File: src/rtl/fifo111_ctrl_if.sv
`default_nettype none
// ============================================================================
// Module      : fifo111_ctrl_if
// Description : Push/pop handshake and status bundle of the fifo111_ctrl
//               FIFO controller.
//               slave  - controller side (receives requests, drives status)
//               master - user side (drives requests, receives status)
//               Push : wr_req, wr_dat
//               Pop  : rd_req, rd_dat, rd_vld
//               Ctrl : flush
//               Stat : full, empty, afull, count, ovf, udf
// Revision    : 1.0 - initial release
// ============================================================================
interface fifo111_ctrl_if #(
    parameter int ADDRBIT = 9,
    parameter int WIDTH   = 32
);
    logic               wr_req;
    logic [WIDTH-1:0]   wr_dat;
    logic               rd_req;
    logic               flush;
    logic [WIDTH-1:0]   rd_dat;
    logic               rd_vld;
    logic               full;
    logic               empty;
    logic               afull;
    logic [ADDRBIT:0]   count;
    logic               ovf;
    logic               udf;

    modport slave (
        input  wr_req, wr_dat, rd_req, flush,
        output rd_dat, rd_vld, full, empty, afull, count, ovf, udf
    );

    modport master (
        output wr_req, wr_dat, rd_req, flush,
        input  rd_dat, rd_vld, full, empty, afull, count, ovf, udf
    );
endinterface
`default_nettype wire

File: src/rtl/fifo111_ctrl.sv
`default_nettype none
// ============================================================================
// Module      : fifo111_ctrl
// Description : Pointer/flag controller for a FIFO built on an external
//               synchronous dual-port array with a registered read output.
//               Arbitrary DEPTH (no power-of-two requirement).
//               Ports:
//                 clk, rst       - clock, asynchronous active-high reset
//                 bus (slave)    - push/pop handshake, flush and status
//                 mem_we/wa/di   - array write port (same-cycle as push)
//                 mem_ra/mem_do  - array read port (1-cycle latency)
//                 mem_rst_       - active-low array reset (~rst)
//               Build option:
//                 FIFO111_STICKY_ERR_EN - ovf/udf sticky until rst/flush;
//                 otherwise single-cycle registered pulses.
// Revision    : 1.0 - initial release
// ============================================================================
module fifo111_ctrl #(
    parameter int ADDRBIT   = 9,
    parameter int DEPTH     = 512,
    parameter int WIDTH     = 32,
    parameter int AFULL_LVL = DEPTH - 4
) (
    input  wire logic               clk,
    input  wire logic               rst,
    fifo111_ctrl_if.slave           bus,
    output logic                    mem_we,
    output logic [ADDRBIT-1:0]      mem_wa,
    output logic [WIDTH-1:0]        mem_di,
    output logic [ADDRBIT-1:0]      mem_ra,
    input  wire logic [WIDTH-1:0]   mem_do,
    output logic                    mem_rst_
);

    localparam logic [ADDRBIT:0]   c_DEPTH_CNT = (ADDRBIT+1)'(DEPTH);
    localparam logic [ADDRBIT:0]   c_AFULL_CNT = (ADDRBIT+1)'(AFULL_LVL);
    localparam logic [ADDRBIT-1:0] c_LAST_PTR  = ADDRBIT'(DEPTH - 1);

    logic [ADDRBIT-1:0] r_wr_ptr;
    logic [ADDRBIT-1:0] r_rd_ptr;
    logic [ADDRBIT:0]   r_count;
    logic               r_full;
    logic               r_empty;
    logic               r_afull;
    logic               r_rd_vld;
    logic               r_ovf;
    logic               r_udf;

    logic               w_push;
    logic               w_pop;
    logic               w_ovf_evt;
    logic               w_udf_evt;
    logic [ADDRBIT-1:0] w_wr_ptr_nxt;
    logic [ADDRBIT-1:0] w_rd_ptr_nxt;
    logic [ADDRBIT:0]   w_count_nxt;

    // Acceptance uses the registered flags, so a push on full (or a pop on
    // empty) is refused even when the opposite side is active this cycle.
    assign w_push    = bus.wr_req & ~r_full  & ~bus.flush;
    assign w_pop     = bus.rd_req & ~r_empty & ~bus.flush;
    assign w_ovf_evt = bus.wr_req & r_full;
    assign w_udf_evt = bus.rd_req & r_empty;

    // Explicit wrap so DEPTH need not be a power of two.
    assign w_wr_ptr_nxt = (r_wr_ptr == c_LAST_PTR) ? '0 : r_wr_ptr + ADDRBIT'(1);
    assign w_rd_ptr_nxt = (r_rd_ptr == c_LAST_PTR) ? '0 : r_rd_ptr + ADDRBIT'(1);

    always_comb begin
        w_count_nxt = r_count;
        if (bus.flush) begin
            w_count_nxt = '0;
        end else if (w_push && !w_pop) begin
            w_count_nxt = r_count + (ADDRBIT+1)'(1);
        end else if (w_pop && !w_push) begin
            w_count_nxt = r_count - (ADDRBIT+1)'(1);
        end
    end

    // Flags are derived from the next count so they carry no lag vs. count.
    always_ff @(posedge clk or posedge rst) begin
        if (rst) begin
            r_wr_ptr <= '0;
            r_rd_ptr <= '0;
            r_count  <= '0;
            r_full   <= 1'b0;
            r_empty  <= 1'b1;
            r_afull  <= 1'b0;
            r_rd_vld <= 1'b0;
        end else begin
            r_count  <= w_count_nxt;
            r_full   <= (w_count_nxt == c_DEPTH_CNT);
            r_empty  <= (w_count_nxt == '0);
            r_afull  <= (w_count_nxt >= c_AFULL_CNT);
            r_rd_vld <= w_pop;
            if (bus.flush) begin
                r_wr_ptr <= '0;
                r_rd_ptr <= '0;
            end else begin
                if (w_push) r_wr_ptr <= w_wr_ptr_nxt;
                if (w_pop)  r_rd_ptr <= w_rd_ptr_nxt;
            end
        end
    end

    always_ff @(posedge clk or posedge rst) begin
        if (rst) begin
            r_ovf <= 1'b0;
            r_udf <= 1'b0;
        end else begin
`ifdef FIFO111_STICKY_ERR_EN
            if (bus.flush) begin
                r_ovf <= 1'b0;
                r_udf <= 1'b0;
            end else begin
                if (w_ovf_evt) r_ovf <= 1'b1;
                if (w_udf_evt) r_udf <= 1'b1;
            end
`else
            r_ovf <= w_ovf_evt;
            r_udf <= w_udf_evt;
`endif
        end
    end

    // Write enable is gated by rst: full is low during reset, so an
    // incoming wr_req would otherwise reach the array.
    assign mem_we   = w_push & ~rst;
    assign mem_wa   = r_wr_ptr;
    assign mem_di   = bus.wr_dat;
    assign mem_ra   = r_rd_ptr;
    assign mem_rst_ = ~rst;

    assign bus.rd_dat = mem_do;
    assign bus.rd_vld = r_rd_vld;
    assign bus.full   = r_full;
    assign bus.empty  = r_empty;
    assign bus.afull  = r_afull;
    assign bus.count  = r_count;
    assign bus.ovf    = r_ovf;
    assign bus.udf    = r_udf;

endmodule
`default_nettype wire

File: src/flat_wrapper.sv
// flat-port wrapper written by rule: the top's interface ports become plain ports
module fifo111_ctrl_flat 
#(
    parameter int ADDRBIT   = 9,
    parameter int DEPTH     = 512,
    parameter int WIDTH     = 32,
    parameter int AFULL_LVL = DEPTH - 4
)
  (clk, rst, mem_we, mem_wa, mem_di, mem_ra, mem_do, mem_rst_, bus_wr_req, bus_wr_dat, bus_rd_req, bus_flush, bus_rd_dat, bus_rd_vld, bus_full, bus_empty, bus_afull, bus_count, bus_ovf, bus_udf);
  fifo111_ctrl_if #(.ADDRBIT(ADDRBIT), .WIDTH(WIDTH)) bus_i ();
  input  wire logic clk;
  input  wire logic rst;
  output logic mem_we;
  output logic [ADDRBIT-1:0] mem_wa;
  output logic [WIDTH-1:0] mem_di;
  output logic [ADDRBIT-1:0] mem_ra;
  input  wire logic [WIDTH-1:0] mem_do;
  output logic mem_rst_;
  input wire logic [$bits(bus_i.wr_req)-1:0] bus_wr_req;
  input wire logic [$bits(bus_i.wr_dat)-1:0] bus_wr_dat;
  input wire logic [$bits(bus_i.rd_req)-1:0] bus_rd_req;
  input wire logic [$bits(bus_i.flush)-1:0] bus_flush;
  output wire logic [$bits(bus_i.rd_dat)-1:0] bus_rd_dat;
  output wire logic [$bits(bus_i.rd_vld)-1:0] bus_rd_vld;
  output wire logic [$bits(bus_i.full)-1:0] bus_full;
  output wire logic [$bits(bus_i.empty)-1:0] bus_empty;
  output wire logic [$bits(bus_i.afull)-1:0] bus_afull;
  output wire logic [$bits(bus_i.count)-1:0] bus_count;
  output wire logic [$bits(bus_i.ovf)-1:0] bus_ovf;
  output wire logic [$bits(bus_i.udf)-1:0] bus_udf;
  assign bus_i.wr_req = bus_wr_req;
  assign bus_i.wr_dat = bus_wr_dat;
  assign bus_i.rd_req = bus_rd_req;
  assign bus_i.flush = bus_flush;
  assign bus_rd_dat = bus_i.rd_dat;
  assign bus_rd_vld = bus_i.rd_vld;
  assign bus_full = bus_i.full;
  assign bus_empty = bus_i.empty;
  assign bus_afull = bus_i.afull;
  assign bus_count = bus_i.count;
  assign bus_ovf = bus_i.ovf;
  assign bus_udf = bus_i.udf;
  fifo111_ctrl #(.ADDRBIT(ADDRBIT), .DEPTH(DEPTH), .WIDTH(WIDTH), .AFULL_LVL(AFULL_LVL)) u_core (.clk(clk), .rst(rst), .bus(bus_i), .mem_we(mem_we), .mem_wa(mem_wa), .mem_di(mem_di), .mem_ra(mem_ra), .mem_do(mem_do), .mem_rst_(mem_rst_));
endmodule
File: config.mk
export PLATFORM = sky130hd
export DESIGN_NAME = fifo111_ctrl_flat
export DESIGN_NICKNAME = d
export VERILOG_FILES = /design/src/rtl/fifo111_ctrl_if.sv /design/src/rtl/fifo111_ctrl.sv /design/src/flat_wrapper.sv
export SDC_FILE = /design/constraint.sdc
export NUM_CORES = 1
export LEC_CHECK = 0
export CAP_MARGIN = 15
export CORE_MARGIN = 2
export CORE_UTILIZATION = 30
export CTS_CLUSTER_DIAMETER = 30
export DETAILED_ROUTE_END_ITERATION = 7
export GPL_ROUTABILITY_DRIVEN = 0
export PLACE_DENSITY = 0.8
export SYNTH_ARGS = -nofsm -noshare
export SYNTH_HDL_FRONTEND = slang
export SYNTH_SLANG_ARGS = --single-unit
File: constraint.sdc
create_clock -name clk -period 5.7 [get_ports clk]
set_clock_uncertainty 0.2 [all_clocks]
set_input_delay 1.14 -clock clk [delete_from_list [all_inputs] [get_ports clk]]
set_output_delay 1.14 -clock clk [all_outputs]
set_load 0.01 [all_outputs]
* After elaboration in Yosys (flattened, before gate mapping)
Cells that the tools add are included.
Widths: inputs -> output; s select.
** Word-level totals
- Register bits :: 34
- Latch bits :: 0
- Memory bits (writable) :: 0
- ROM bits :: 0
- Input port bits :: 69
- Output and inout bits :: 100
- Word-level logic and storage cells :: 44
- Memories :: 0
** Operators by class
- $add $sub $neg :: 4
- Multiply operators :: 0
- Divide/modulo/power cells :: 0
- Magnitude comparators :: 1
- Equal/unequal tests :: 3
- Shift-type cells :: 0
- Multiplexer cells :: 9
- Bitwise operators :: 11
- Reduce and logical (&&, ||, !) cells :: 7
** Operator list (number)
- $mux 9 :: 6
- $mux 10 :: 3
- $add 9x1->9 const B :: 2
- $eq 9x9->1 const B :: 2
- $add 10x1->10 const B :: 1
- $eq 10x10->1 const B :: 1
- $ge 10x9->1 const B :: 1
- $logic_not 10->1 :: 1
- $sub 10x1->10 const B :: 1
- $and 1x1->1 :: 7
- $not 1->1 :: 4
- $reduce_bool 2->1 :: 2
- $logic_and 1x1->1 :: 2
- $logic_not 1->1 :: 2

* Logic depth before layout (Yosys ltp)
- Word-level depth :: 9
- Mapped depth :: 10
- Depth with buffers taken out :: 9

* Worst setup path before layout
Ideal clock, no wire load.
- Path kind :: input-to-output
- Start point :: input rst
- End point :: output mem_rst_
- Data arrival time :: 1904 ps
- Data required time :: 4360 ps
- Setup slack :: 2456 ps
- Stages :: 1
- Path buffers :: 0
- Cells stage by stage :: inv_1
** On the way
- Longest elaborated chain between the ends :: 1
** Ends and longest elaborated chain
- from (decl) :: line flat_wrapper.sv:12 : input wire logic rst;
- $not 1->1 :: line fifo111_ctrl.sv:131 : assign mem_rst_ = ~rst;
- to (decl) :: line flat_wrapper.sv:18 : output logic mem_rst_;
No other way between the ends.

* Final worst setup path
- Start point :: input bus_wr_req
- End point :: output mem_we
** On the way
- Longest elaborated chain between the ends :: 3
** Ends and longest elaborated chain
- from (decl) :: line flat_wrapper.sv:19 : input wire logic [$bits(bus_i.wr_req)-1:0] bus_wr_req;
- $and 1x1->1 (2 in a row) :: line fifo111_ctrl.sv:59 : assign w_push = bus.wr_req & ~r_full & ~bus.flush;
- $and 1x1->1 :: line fifo111_ctrl.sv:127 : assign mem_we = w_push & ~rst;
- to (decl) :: line flat_wrapper.sv:13 : output logic mem_we;
No other way between the ends.

==> metrics.txt <==
# TYPE chip_impl_metric gauge
chip_impl_info{name="rsz_0062_raised_after_global_routing",value="false"} 1
chip_impl_info{name="r2r-start",value="u_core.mem_ra[0]"} 1
chip_impl_metric{name="postCtsSetupRepairBufs",unit=""} 0
chip_impl_metric{name="track_usage",unit="%"} 11.6
chip_impl_metric{name="cts_buffers",unit=""} 5
chip_impl_info{name="synth_most_common_cell",value="sky130_fd_sc_hd__buf_4"} 1
chip_impl_metric{name="antenna_left",unit=""} 0
chip_impl_info{name="synth_top_area_cell",value="sky130_fd_sc_hd__dfrtp_1"} 1
chip_impl_metric{name="yosys.cell_types.count",unit=""} 43
chip_impl_metric{name="area_growth",unit="%"} 4.83
chip_impl_metric{name="synthesis.instances",unit=""} 274
chip_impl_metric{name="drt-initial-drc-count",unit=""} 108
chip_impl_metric{name="drt_wl_total",unit="µm"} 4870
chip_impl_metric{name="insertedDiodeCount",unit=""} 0
chip_impl_metric{name="power_switching",unit="µW"} 185
chip_impl_metric{name="switching_share",unit="%"} 30.7
chip_impl_metric{name="cts.path.max_buffers",unit=""} 2
chip_impl_metric{name="top_achievable_clock_speed",unit="GHz"} 0.250
chip_impl_metric{name="cts.hold.buffers_added",unit=""} 0
chip_impl_metric{name="finalWorstSetupSlack",unit="ns"} 1.70
chip_impl_metric{name="path_max_fanout",unit=""} 12
chip_impl_metric{name="hold_path_depth",unit=""} 1
chip_impl_metric{name="buffer_ports.inserted",unit=""} 40
chip_impl_metric{name="first_global_vias",unit=""} 1778
chip_impl_info{name="class_of_the_tightest_hold_or_removal_check",value="reg2reg"} 1
chip_impl_info{name="worstSetupPathType",value="in2out"} 1
chip_impl_metric{name="clk_pin_slew",unit="ns"} 0.07
chip_impl_metric{name="final_setup_fails",unit=""} 0
chip_impl_metric{name="power.combinational.fraction",unit="%"} 23.8
chip_impl_metric{name="ir_drop",unit="V"} 0.000108
chip_impl_info{name="outcome",value="complete, no violations"} 1
chip_impl_metric{name="cp_data_required_time",unit="ns"} 4.36
chip_impl_metric{name="fill_cells",unit=""} 814
chip_impl_metric{name="synth_area_per_cell",unit="µm²"} 8.61
chip_impl_metric{name="post-route-drc-count",unit=""} 0
chip_impl_metric{name="dieArea",unit="mm²"} 0.00859
chip_impl_info{name="critical_path.startpoint_type",value="input pin"} 1
chip_impl_info{name="clock_tree_from_tritoncts",value="built"} 1
chip_impl_info{name="yosys-top-cells-area",value="sky130_fd_sc_hd__dfrtp_1, sky130_fd_sc_hd__buf_4, sky130_fd_sc_hd__nor2_1"} 1
chip_impl_metric{name="vias_per_cell",unit=""} 4.83
chip_impl_metric{name="synth_nets",unit=""} 349
chip_impl_metric{name="p_total",unit="µW"} 603
chip_impl_metric{name="finalCritPeriodShare",unit="%"} 70.2
chip_impl_metric{name="synth.yosys.warnings",unit=""} 0
chip_impl_info{name="yosys_most_used_dff",value="sky130_fd_sc_hd__dfrtp_1"} 1
chip_impl_metric{name="share_clk_of_total_power",unit="%"} 30.5
chip_impl_metric{name="final.min_clock_period",unit="ns"} 4.00
chip_impl_metric{name="core",unit="mm²"} 0.00769
chip_impl_metric{name="post_dp_cell_area",unit="mm²"} 0.00238
chip_impl_metric{name="antenna_violations_before_repair",unit=""} 0
chip_impl_metric{name="dp_hpwl",unit="µm"} 3660
chip_impl_metric{name="pin_count_of_the_biggest_net_entering_global_routing",unit=""} 36
chip_impl_metric{name="cellLeakagePower",unit="nW"} 1.06
chip_impl_metric{name="detailedRoute.firstPassIterationCount",unit=""} 4
chip_impl_metric{name="p_per_area",unit="mW/mm²"} 244
chip_impl_metric{name="placementRows",unit=""} 32
chip_impl_metric{name="ys_async_sr_fraction",unit="%"} 100
chip_impl_metric{name="grt_first_pass_wirelength",unit="µm"} 8140
chip_impl_metric{name="setup_total_negative_slack",unit="ns"} 0
chip_impl_metric{name="cap_viol_max_count",unit=""} 0
chip_impl_metric{name="finish.instance_area",unit="mm²"} 0.00247
chip_impl_metric{name="post_cts_resize_count",unit=""} 0
chip_impl_info{name="worst_setup_path_end_kind",value="primary output"} 1
chip_impl_metric{name="routed_wire_length_per_instance",unit="µm"} 13.8
chip_impl_metric{name="relSlewSlack",unit="%"} 56.7
chip_impl_metric{name="initial_core_util",unit="%"} 30.7
chip_impl_metric{name="r2r_setup_slack",unit="ns"} 3.28
chip_impl_metric{name="tightest_slew",unit="ns"} 0.648
chip_impl_metric{name="worstSkewPairLatency",unit="ns"} 0.29
chip_impl_metric{name="yosys_register_bits",unit=""} 34
chip_impl_metric{name="die_width",unit="µm"} 92.7
chip_impl_metric{name="nNetsFinal",unit=""} 325
chip_impl_metric{name="synth.yosys.seq_area_share",unit="%"} 36.1
chip_impl_metric{name="internal_pwr_total",unit="µW"} 418
chip_impl_info{name="min_from",value="u_core.mem_wa[6]"} 1
chip_impl_info{name="cts_root_buf",value="sky130_fd_sc_hd__clkbuf_8"} 1
chip_impl_metric{name="timing_hold_violations_final",unit=""} 0
chip_impl_metric{name="clock_sink_count",unit=""} 34
chip_impl_metric{name="floorplan.die.height",unit="µm"} 92.7
chip_impl_info{name="min_delay_worst_endpoint",value="u_core.mem_wa[6]"} 1
chip_impl_metric{name="global_route.overflow_total",unit=""} 0
chip_impl_metric{name="top_cell_type_s_share_of_synthesized_area",unit="%"} 35.0
chip_impl_metric{name="boundaryPins",unit=""} 169
chip_impl_metric{name="regArea",unit="µm²"} 852
chip_impl_metric{name="maxSlewViolCount",unit=""} 0
chip_impl_metric{name="post_route_cells_drive_above_1_share",unit="%"} 5.18
chip_impl_metric{name="pwr-share-seq",unit="%"} 45.7
chip_impl_metric{name="worst-endpoint-arrival",unit="ns"} 2.66
chip_impl_info{name="worst_r2r_endpoint",value="u_core.mem_ra[3]"} 1
chip_impl_metric{name="clock_tree.htree_level_count",unit=""} 2
chip_impl_metric{name="via_count",unit=""} 1704
chip_impl_metric{name="synth-edff-count",unit=""} 0
chip_impl_metric{name="dp_worst_setup_slack",unit="ns"} 1.68
chip_impl_metric{name="syn-cell-area",unit="mm²"} 0.00236
chip_impl_metric{name="multiInputGateArea",unit="µm²"} 963
chip_impl_info{name="synth_top_cells_by_count",value="sky130_fd_sc_hd__buf_4, sky130_fd_sc_hd__dfrtp_1, sky130_fd_sc_hd__nor2_1"} 1
chip_impl_metric{name="worst-r2r-cell-count",unit=""} 9
[cell usage in the layout (no fill, tap or decap), types with 2 or more instances in the layout]
| cell | netlist | routed |
|---|---|---|
| sky130_fd_sc_hd__clkdlybuf4s50_1 | 0 | 40 |
| sky130_fd_sc_hd__dfrtp_1 | 33 | 33 |
| sky130_fd_sc_hd__nor2_1 | 27 | 27 |
| sky130_fd_sc_hd__nand2_1 | 22 | 22 |
| sky130_fd_sc_hd__o21ai_1 | 19 | 19 |
| sky130_fd_sc_hd__nand3_1 | 9 | 9 |
| sky130_fd_sc_hd__xor2_1 | 9 | 9 |
| sky130_fd_sc_hd__a21oi_1 | 7 | 7 |
| sky130_fd_sc_hd__and3_1 | 6 | 6 |
| sky130_fd_sc_hd__inv_1 | 6 | 6 |
| sky130_fd_sc_hd__and2_1 | 6 | 6 |
| sky130_fd_sc_hd__ha_1 | 6 | 6 |
| sky130_fd_sc_hd__clkbuf_8 | 0 | 6 |
| sky130_fd_sc_hd__nor3_1 | 5 | 5 |
| sky130_fd_sc_hd__o21ai_0 | 4 | 4 |
| sky130_fd_sc_hd__nand2b_1 | 3 | 3 |
| sky130_fd_sc_hd__o31ai_1 | 3 | 3 |
| sky130_fd_sc_hd__nand4_1 | 3 | 3 |
| sky130_fd_sc_hd__xnor2_1 | 3 | 3 |
| sky130_fd_sc_hd__nor2b_1 | 2 | 2 |
| sky130_fd_sc_hd__nor4_2 | 2 | 2 |
| sky130_fd_sc_hd__and4_1 | 2 | 2 |
| sky130_fd_sc_hd__nor4_1 | 2 | 2 |
| sky130_fd_sc_hd__o22ai_1 | 2 | 2 |
| sky130_fd_sc_hd__or3_1 | 2 | 2 |
| sky130_fd_sc_hd__a22o_1 | 2 | 2 |
| sky130_fd_sc_hd__a31oi_1 | 2 | 2 |
| sky130_fd_sc_hd__buf_4 | 64 | 2 |
[cell families (layout without fill, tap and decap cells)]
kind of cell | Yosys count | in the layout | synth area share [%]
fa+ha+maj | 6 | 6 | 3.18
flops | 34 | 34 | 36.1
simple gates | 96 | 96 | 21.2
buf+inv | 79 | 56 | 23.0
compound gates | 47 | 47 | 12.0
xor+xnor | 12 | 12 | 4.46
[cell type report]
type / count / share of cell area, %
multi-input combinational: 161 / 39.0
tap: 102 / 5.16
timing repair buffer: 42 / 16.8
clock buffer: 7 / 3.49
clock inverter: 1 / 0.202
inverter: 6 / 0.911
sequential: 34 / 34.5
[layer usage]
layer | up-vias | share of wire (%) | global-route usage, %
li1 | 824 | - | -
met1 | 791 | 44 | 14.1
met2 | 69 | 45 | 17.8
met3 | 20 | 8.2 | 3.34
met4 | 0 | 2.7 | 7.48
met5 | - | 0 | 0
[power by group through the flow]
| stage | logic [mW] | registers [mW] | clock network [mW] |
|---|---|---|---|
| floorplan | 0.131 | 0.282 | 0 |
| global route | 0.159 | 0.278 | 0.197 |
| global placement | 0.140 | 0.279 | 0 |
| CTS | 0.145 | 0.275 | 0.189 |
| detailed placement | 0.143 | 0.280 | 0 |
| finish | 0.144 | 0.276 | 0.184 |
[critical path, stage by stage]
cell and delay [ns]:
sky130_fd_sc_hd__clkdlybuf4s50_1 0.49, sky130_fd_sc_hd__nand2b_1 0.25, sky130_fd_sc_hd__nor3_1 0.21, sky130_fd_sc_hd__clkdlybuf4s50_1 0.56
[through the flow]
step                      hold slack [ns]  instances  util (%)
after floorplan                     0.321        274         -
after global placement              0.290        345      31.0
after detailed placement            0.290        345      31.0
after CTS                           0.299        353      32.2
after global routing                0.329        353      32.2
final                               0.294        353      32.2
[flip-flops by register name (all words and copies together) (netlist names)]
register / cells
u_core.bus.rd_vld: 1
u_core.bus.empty: 1
u_core.bus.afull: 1
u_core.mem_wa: 9
u_core.bus.count: 10
u_core.bus.ovf: 1
u_core.mem_ra: 9
u_core.bus.udf: 1
u_core.bus.full: 1
[how the worst max path moves through the flow]
stage	from	end	slack, ns	cells past startpoint
final	bus_wr_req	mem_we	1.70	4
after global routing	bus_wr_req	mem_we	1.56	4
after CTS	rst	mem_rst_	1.67	4
after detailed placement	rst	mem_rst_	1.68	4
after global placement	rst	mem_rst_	1.69	4
after floorplan	rst	mem_rst_	2.46	1
Power figures use the tool's default switching activity.
==> patch, RTL diff (same settings) <==
Reset style: synchronous (`rst`), changed in 2 clocked blocks. Comments in the files are not updated.
--- a/src/rtl/fifo111_ctrl.sv
+++ b/src/rtl/fifo111_ctrl.sv
@@ -77,7 +77,7 @@
     end
 
     // Flags are derived from the next count so they carry no lag vs. count.
-    always_ff @(posedge clk or posedge rst) begin
+    always_ff @(posedge clk) begin
         if (rst) begin
             r_wr_ptr <= '0;
             r_rd_ptr <= '0;
@@ -102,7 +102,7 @@
         end
     end
 
-    always_ff @(posedge clk or posedge rst) begin
+    always_ff @(posedge clk) begin
         if (rst) begin
             r_ovf <= 1'b0;
             r_udf <= 1'b0;
Formal check against the unedited RTL: differs if rst is asserted again (counterexample within 4 cycles, from zero or initial values and one cycle with rst high); with rst held inactive, the same outputs for 10 cycles.
==> patch against the unedited design <==
Cell count fell by 4.8%. Non-clock buffer count shrank 1. Design area fell by 7.7%. Largest cell class unchanged. Synthesized area shrank 8.4%. Critical endpoint unchanged. Sequential cell count did not move. Wire length fell by 8.1%. Worst setup slack got worse by 260 ps.
Power is not compared: it rests on default switching activity, and its combinational part moved more than twofold at a synthesized area within 25%.
==> patch: results (changes against the unedited design) <==
- Drt pass-1 iters: 4 (unchanged)
- Final worst setup slack: 1430 ps (was 1700 ps)
- Worst-Skew Late Latency: 290 ps (about the same)
- Met1 usage: 14.6% (was 14.1%)
- R2r worst-path depth: 6 (was 9)
- Crit path DAT: 2930 ps (was 2660 ps)
- Synth Flop Type: dfxtp_1 (was dfrtp_1)
- Worst slew margin: 69.7% (was 56.7%)
- Grt met3 use: 4.01% (was 3.34%)
- Initial DRC count: 130 (was 108)
- Routed met2 length: 1990 um (was 2170 um)
- Antenna violations before repair: 0 (unchanged)
- Final Slew Violations: 0 (unchanged)
- Hold slack: 307 ps (was 294 ps)
- R2R Path Start: u_core.bus.count[2]$_SDFF_PP0_ (was u_core.mem_ra[0]$_DFFE_PP0P_)
- Via density: 4.90 (was 4.83)
- Post-Synth Adder-Cell Area: 3.48% (was 3.18%)
- Min-Delay Endpoint: u_core.mem_wa[5]$_SDFFE_PP0P_ (was u_core.mem_wa[6]$_DFFE_PP0P_)
- Top cells by count, synth: buf_4, dfxtp_1, nor2_1 (was buf_4, dfrtp_1, nor2_1)
- Post-synthesis xor/xnor area fraction: 6.08% (was 4.46%)
- Crit path max fanout: 14 (was 12)
- Compound-Gate Fraction of Synth Area: 8.81% (was 12.0%)
- Share of layout cells above drive strength 1: 7.92% (was 5.18%)
- Pin count of the biggest net entering global routing: 15 (was 36)
- DP Wirelength: 3280 um (was 3660 um)
- Tot Pwr: approximately 500 uW
- Clock-pin slew on the worst setup and hold paths: 70 ps (about the same)
- Min-Delay Startpoint: u_core.mem_wa[5]$_SDFFE_PP0P_ (was u_core.mem_wa[6]$_DFFE_PP0P_)
- Met3 wire len: 445 um (was 400 um)
- Worst path max stage delay: 630 ps (was 560 ps)
- Async set-reset flop share out of synthesis: 0% (was 100%)
- Pre-CTS WS: 1430 ps (was 1680 ps)
- R2r setup slk: 3140 ps (was 3280 ps)
- First-pass GRT wire length: 6930 um (was 8140 um)
- Status: finished clean (unchanged)
- Netlist cell types: 44 (was 43)
- DP Area: 0.00217 mm^2 (was 0.00238 mm^2)
- Buffers on Ports: 40 (unchanged)
- Placed cells: 328 (was 345)
- M1 wire length: 1920 um (was 2160 um)
- Most area-consuming cells after synthesis: dfxtp_1, buf_4, nor2_1 (was dfrtp_1, buf_4, nor2_1)
- Hold crit path type: register to register (unchanged)
- Synth Area per Inst: 8.27 um^2 (was 8.61 um^2)
- Sequential share of the synthesized area: 31.5% (was 36.1%)
- DRT Wirelength: 4470 um (was 4870 um)
- Wire length per cell: 13.3 um (was 13.8 um)
- Vias in the first global route: 1484 (was 1778)
- Yosys warns: 0 (unchanged)
- Reg-to-reg critical path endpoint: u_core.bus.afull$_SDFF_PP0_ (was u_core.mem_ra[3]$_DFFE_PP0P_)
- Hold depth: 2 (was 1)
- GRT Overall Usage: 11.5% (was 11.6%)
- Post-synthesis mux area share: 0.927% (was 0%)
- Layout fillers: 692 (was 814)
- Syn_nets: 336 (was 349)
- Met2 usage: 17.2% (was 17.8%)
- Util after Layout: 33.2% (was 32.2%)
- Nets: 314 (was 325)
## patch: cell types whose count changed after synthesis, sizes merged, moves of 3 or more
cell / change
a21oi: +3
and2: -6
buf: -3
dfrtp: -33
dfxtp: +34
nand2: -12
nand4: +5
nor2: +8
nor3: +3
o21ai: -15
or3: +3
## patch: layout make-up
cell class                 instances  area (um^2)  share of cell area (%)
multi-input combinational        149          933                    40.9
sequential                        34          681                    29.8
timing repair buffer              41          408                    17.9
tap                               96          120                    5.27
clock buffer                       5         68.8                    3.02
clock inverter                     3         40.0                    1.76
inverter                           8         30.0                    1.32
## patch: worst max path at each step
stage,startpoint,endpoint,depth (start not counted)
floorplan,bus_flush,mem_we,4
global placement,bus_flush,mem_we,5
detailed placement,bus_flush,mem_we,5
CTS,bus_flush,mem_we,5
global route,bus_flush,mem_we,5
finish,bus_flush,mem_we,5
## patch: critical path: cells and delay by family
family                 cells  cell delay, ps
buffers and inverters      3            1360
and+or+nand+nor            2             410
